`src/rtl/cmdline_ctrl.sv`:
```
// Command-line buffer controller: stores keystrokes, handles backspace/echo,
// terminates on Enter, lends the buffer to the matcher, then NUL-fills it.
module cmdline_ctrl #(
    parameter int DEPTH   = 32,
    parameter int AW      = 5,
    parameter int DW      = 8,
    parameter int SCAN_TO = 64
) (
    input  logic          clk,
    input  logic          rst,
    input  logic [DW-1:0] rx_data,
    input  logic          rx_valid,
    output logic          rx_ready,
    output logic [DW-1:0] echo_data,
    output logic          echo_valid,
    input  logic          echo_ready,
    output logic          mem_we,
    output logic [AW-1:0] mem_addr,
    output logic [DW-1:0] mem_wdata,
    input  logic [DW-1:0] mem_rdata,
    output logic          scan_start,
    input  logic [AW-1:0] scan_addr,
    output logic [DW-1:0] scan_rdata,
    input  logic          scan_done,
    output logic          scan_timeout,
    output logic [AW-1:0] len,
    output logic          overflow
);
    localparam int CW = $clog2(SCAN_TO);
    localparam logic [AW-1:0] LEN_MAX = AW'(DEPTH - 1);
    localparam logic [CW-1:0] TO_LAST = CW'(SCAN_TO - 1);

    typedef enum logic [2:0] {IDLE, ECHO, TERM, SCAN, CLEAR} state_t;

    state_t        state;
    logic [AW-1:0] clr_idx;
    logic [CW-1:0] cnt;
    logic          scan_first;
    logic [DW-1:0] echo_q;
    logic          ovf_q;
    logic          xfer, is_print, is_bs, is_cr;

    assign is_print = (rx_data >= DW'(8'h20) && rx_data <= DW'(8'h7E)) || rx_data == DW'(8'h1B);
    assign is_bs    = rx_data == DW'(8'h08) || rx_data == DW'(8'h7F);
    assign is_cr    = rx_data == DW'(8'h0D);

    always_comb begin
        rx_ready     = state == IDLE;
        xfer         = rx_valid && rx_ready;
        echo_valid   = state == ECHO;
        echo_data    = echo_q;
        overflow     = ovf_q;
        scan_start   = state == SCAN && scan_first;
        scan_timeout = state == SCAN && !scan_done && cnt == TO_LAST;
        scan_rdata   = (state == SCAN) ? mem_rdata : '0;
        mem_we       = 1'b0;
        mem_addr     = len;
        mem_wdata    = '0;
        case (state)
            IDLE: begin
                // Store in the same cycle as the handshake, at the current tail.
                if (xfer && is_print && len != LEN_MAX) begin
                    mem_we    = 1'b1;
                    mem_wdata = rx_data;
                end
            end
            TERM:  mem_we = 1'b1;
            SCAN:  mem_addr = scan_addr;
            CLEAR: begin
                mem_we   = 1'b1;
                mem_addr = clr_idx;
            end
            default: ;
        endcase
    end

    always_ff @(posedge clk or negedge rst) begin
        if (!rst) begin
            state      <= IDLE;
            len        <= '0;
            ovf_q      <= 1'b0;
            echo_q     <= '0;
            cnt        <= '0;
            clr_idx    <= '0;
            scan_first <= 1'b0;
        end else begin
            case (state)
                IDLE: begin
                    if (xfer) begin
                        if (is_print) begin
                            if (len != LEN_MAX) begin
                                len    <= len + AW'(1);
                                echo_q <= rx_data;
                            end else begin
                                ovf_q  <= 1'b1;
                                echo_q <= DW'(8'h07);
                            end
                            state <= ECHO;
                        end else if (is_bs && len != '0) begin
                            len    <= len - AW'(1);
                            echo_q <= DW'(8'h08);
                            state  <= ECHO;
                        end else if (is_cr) begin
                            state <= TERM;
                        end
                    end
                end
                ECHO: if (echo_ready) state <= IDLE;
                TERM: begin
                    state      <= SCAN;
                    cnt        <= '0;
                    scan_first <= 1'b1;
                end
                SCAN: begin
                    scan_first <= 1'b0;
                    cnt        <= cnt + CW'(1);
                    // scan_done wins over a coincident timeout; both leave via CLEAR.
                    if (scan_done || cnt == TO_LAST) begin
                        state   <= CLEAR;
                        clr_idx <= '0;
                    end
                end
                CLEAR: begin
                    if (clr_idx == len) begin
                        len   <= '0;
                        ovf_q <= 1'b0;
                        state <= IDLE;
                    end else begin
                        clr_idx <= clr_idx + AW'(1);
                    end
                end
                default: state <= IDLE;
            endcase
        end
    end
endmodule

```
`config.mk`:
```
export PLATFORM = sky130hd
export DESIGN_NAME = cmdline_ctrl
export DESIGN_NICKNAME = d
export VERILOG_FILES = /design/src/rtl/cmdline_ctrl.sv
export SDC_FILE = /design/constraint.sdc
export NUM_CORES = 1
export LEC_CHECK = 0
export ABC_AREA = 1
export ABC_CLOCK_PERIOD_IN_PS = 1700
export CORE_ASPECT_RATIO = 1.5
export CORE_UTILIZATION = 42
export CTS_CLUSTER_SIZE = 28
export DETAILED_ROUTE_END_ITERATION = 10
export HOLD_SLACK_MARGIN = 0.02
export PLACE_DENSITY = 0.77
export SLEW_MARGIN = 20
export SYNTH_ARGS = -nofsm -noshare
export SYNTH_HDL_FRONTEND = slang
export SYNTH_SLANG_ARGS = --single-unit
```
`constraint.sdc`:
```
create_clock -name clk -period 1.7 [get_ports clk]
set_input_delay 0.34 -clock clk [delete_from_list [all_inputs] [get_ports clk]]
set_output_delay 0.34 -clock clk [all_outputs]
set_load 0.01 [all_outputs]
```
==> results.md <==
* Largest net degree at the start of global routing at 30
* Core Region at 4580 sq um
* Worst EP arrival at 1.67 ns
* I/O pins at 66
* Final min period at 2.01 ns
* Drt initial violations at 196
* Share of cells above drive strength 1 at 48.4%
* Comb pwr share at 69.2%
* Cells after Synth at 300
* YS warnings at 0
* GRT Residual Overflow at 0
* Most used DFF post-synth: dfrtp_1
* # clock sinks at 29
* Setup ws final at -0.310 ns
* Detailed Routing Iterations Pass 1 at 4
* Sum Neg Setup Slack at -6.55 ns
* Crit-path cells: buf_6 -> inv_4 -> nor2_4 -> buf_6 -> nor2_4 -> buf_6 -> nand2_2 -> o211ai_1 -> buf_2
* Antenna violations before repair at 0
* Top post-synthesis cells by area: dfrtp_1, nand2_1, nor2_1
* Top-count cell post-synth: nand2_1
* Synth cell types at 36
* Crit-path slowest cell: dfrtp_1
* R2r setup slk at -0.13 ns
* Drt wl/cell at 16.6 microns
* Synth async-reset ratio at 100%
* Clk_lat worst skew at 0.29 ns
* Crit path top cell by count: buf_6
* Failing checks: setup timing
* First-pass GRT wire length at 10300 microns
* Buffers on Ports at 64
* Sequential area share after synthesis at 35.6%
* Clock transition at path regs at 0.06 ns
* Final net count at 481
* Total power at 5830 uW
* Die X at 58.9 microns
* Sequential Power Share at 19.6%
* P per Cell Area at 1530 nW/um^2
* Final Cycle Share at 118%
* Status: complete, but fails checks
* Setup-failing EPs final at 36
* Via-to-Cell Ratio at 5.35
* Via count at 2749
* Die height at 87.3 microns
* TritonCTS buffer count at 5
* DRC at 0
* Post-Route Skew at 0.00504 ns
* Syn Nets at 332
* Hold Fails Final Rpt at 0
* Clock buffer depth at 2
* Worst min path class: primary input to async pin
* Fin. max-slew vios at 0
* RSZ-0062 raised after global routing: yes
* CP Data Required Time at 1.36 ns
* Initial core utilization at 44.5%
* Pint at 3210 uW
* Critical path peak fanout at 3
* Ant diodes at 0
* Global placer's final weighted congestion at 0.812
* Avg Cell Area, Syn at 6.80 sq um
* Number of global-route vias before repair at 2400
* Max rail drop VDD at 1.05 mV
* WP buf/inv at 5
* Clock Power Share at 11.1%
* CTS root buf: clkbuf_8
* Cell row count at 30
* Biggest area consumer among synthesized cells: dfrtp_1
* Commonest cells in the netlist: nand2_1, nor2_1, inv_1, dfrtp_1, nand3_1
* #FFs+latches synth at 29
* Worst Setup Start Kind: register
* Top cell type's share of synthesized area at 35.6%
* WL final at 8550 microns
* Critical Path Sink Type: output port
* Antenna viol nets, final at 0
* Post-synth EDFFs at 0
* CTS tree: built
* Leakage at 0.00196 uW
* GRT Total Usage at 26.7%
* Largest stage delay on the critical path at 0.42 ns
* Max Cap Violations at 0
* CP Class: register to output port
* Synthesized area at 2040 sq um
* Die area at 5140 sq um
* Area Growth Syn to Fin at 87.1%
* Sw frac at 45.1%
* Layout fillers at 273
* H-tree depth at 2
* Top delay family on crit path: buffers and inverters
* DP HPWL at 4640 microns
* Max Freq at 497 MHz
* Net switching power at 2630 uW
[stage by stage]
step	hold WS, ns	util (%)	setup WS [ns]	std cells	instance area (sq um)
after global routing	0.477	83.3	-0.346	514	3820
final	0.443	83.3	-0.310	514	3820
after detailed placement	0.490	70.4	-1.05	482	3220
after CTS	0.460	74.9	-0.256	503	3430
after floorplan	0.0444	-	-0.152	300	2080
after global placement	0.484	70.4	-0.978	482	3220
[registers in the layout (all words and copies together) (netlist names)]
signal,cells
echo_data,8
scan_first,1
cnt,6
overflow,1
state,3
len,5
clr_idx,5
[cells by family (layout without fill, tap and decap cells)]
| group | after synthesis | after routing | synth area share, % |
|---|---|---|---|
| buf+inv | 50 | 199 | 9.88 |
| flops | 29 | 29 | 35.6 |
| simple gates | 170 | 171 | 36.8 |
| xor+xnor | 7 | 7 | 3.01 |
| fa+ha+maj | 6 | 6 | 4.05 |
| other cells | 1 | 1 | 0.184 |
| compound gates | 37 | 37 | 10.5 |
[power by group through the flow]
stage          Sequential, uW  Clock (uW)  Combinational, uW
6_report                 1140         650               4040
5_1_grt                  1160         678               4320
4_1_cts                  1100         640               3230
3_5_place_dp             1110           0               3020
3_3_place_gp             1100           0               2940
2_1_floorplan            1220           0               1400
[path summary, 6_finish.rpt]
check / cells past startpoint / endpoint / start
min in group clk: 4 / echo_data[1] / rx_data[1]
max reg2reg: 13 / len[4] / len[1]
min reg2reg: 2 / echo_data[3] / echo_data[3]
max: 9 / mem_addr[1] / state[0]
max in group asynchronous: 2 / clr_idx[0] / rst
min: 2 / len[0] / rst
[layout by cell type, fill, tap and decap left out, types with 6 or more instances in the layout]
master / count
buf_6: 31
nor2_2: 16
clkbuf_8: 7
buf_2: 19
nor2_4: 11
nand2_2: 19
inv_2: 8
clkdlybuf4s50_1: 26
inv_1: 33
nand2_1: 50
nand3_2: 6
o21ai_1: 8
o21ai_0: 8
buf_4: 63
nand3_1: 15
dfrtp_1: 28
nor2_1: 35
[metal layers]
metal	GRT usage, %	vias up	share of wire (%)	wire [microns]
li1	-	1244	-	-
met1	27.5	1317	34	2890
met2	51.0	141	56	4750
met3	3.57	47	5.4	463
met4	12.6	0	5.1	438
met5	0	-	0	0
[layout make-up]
cell class	count	area (sq um)	share of cell area, %
clock buffer	7	96.3	2.52
clock inverter	1	5.00	0.131
inverter	45	180	4.72
multi-input combinational	222	1460	38.2
sequential	29	727	19.0
tap	64	80.1	2.10
timing repair buffer	146	1270	33.3
[repair_timing]
item	CTS	global route
endpoints found under the setup margin	45	46
gates cloned	2	0
pin swaps	36	37
resized for setup	177	95
hold buffers	0	0
buffers inserted	13	13
No activity file was read; power rests on OpenSTA's default activity.
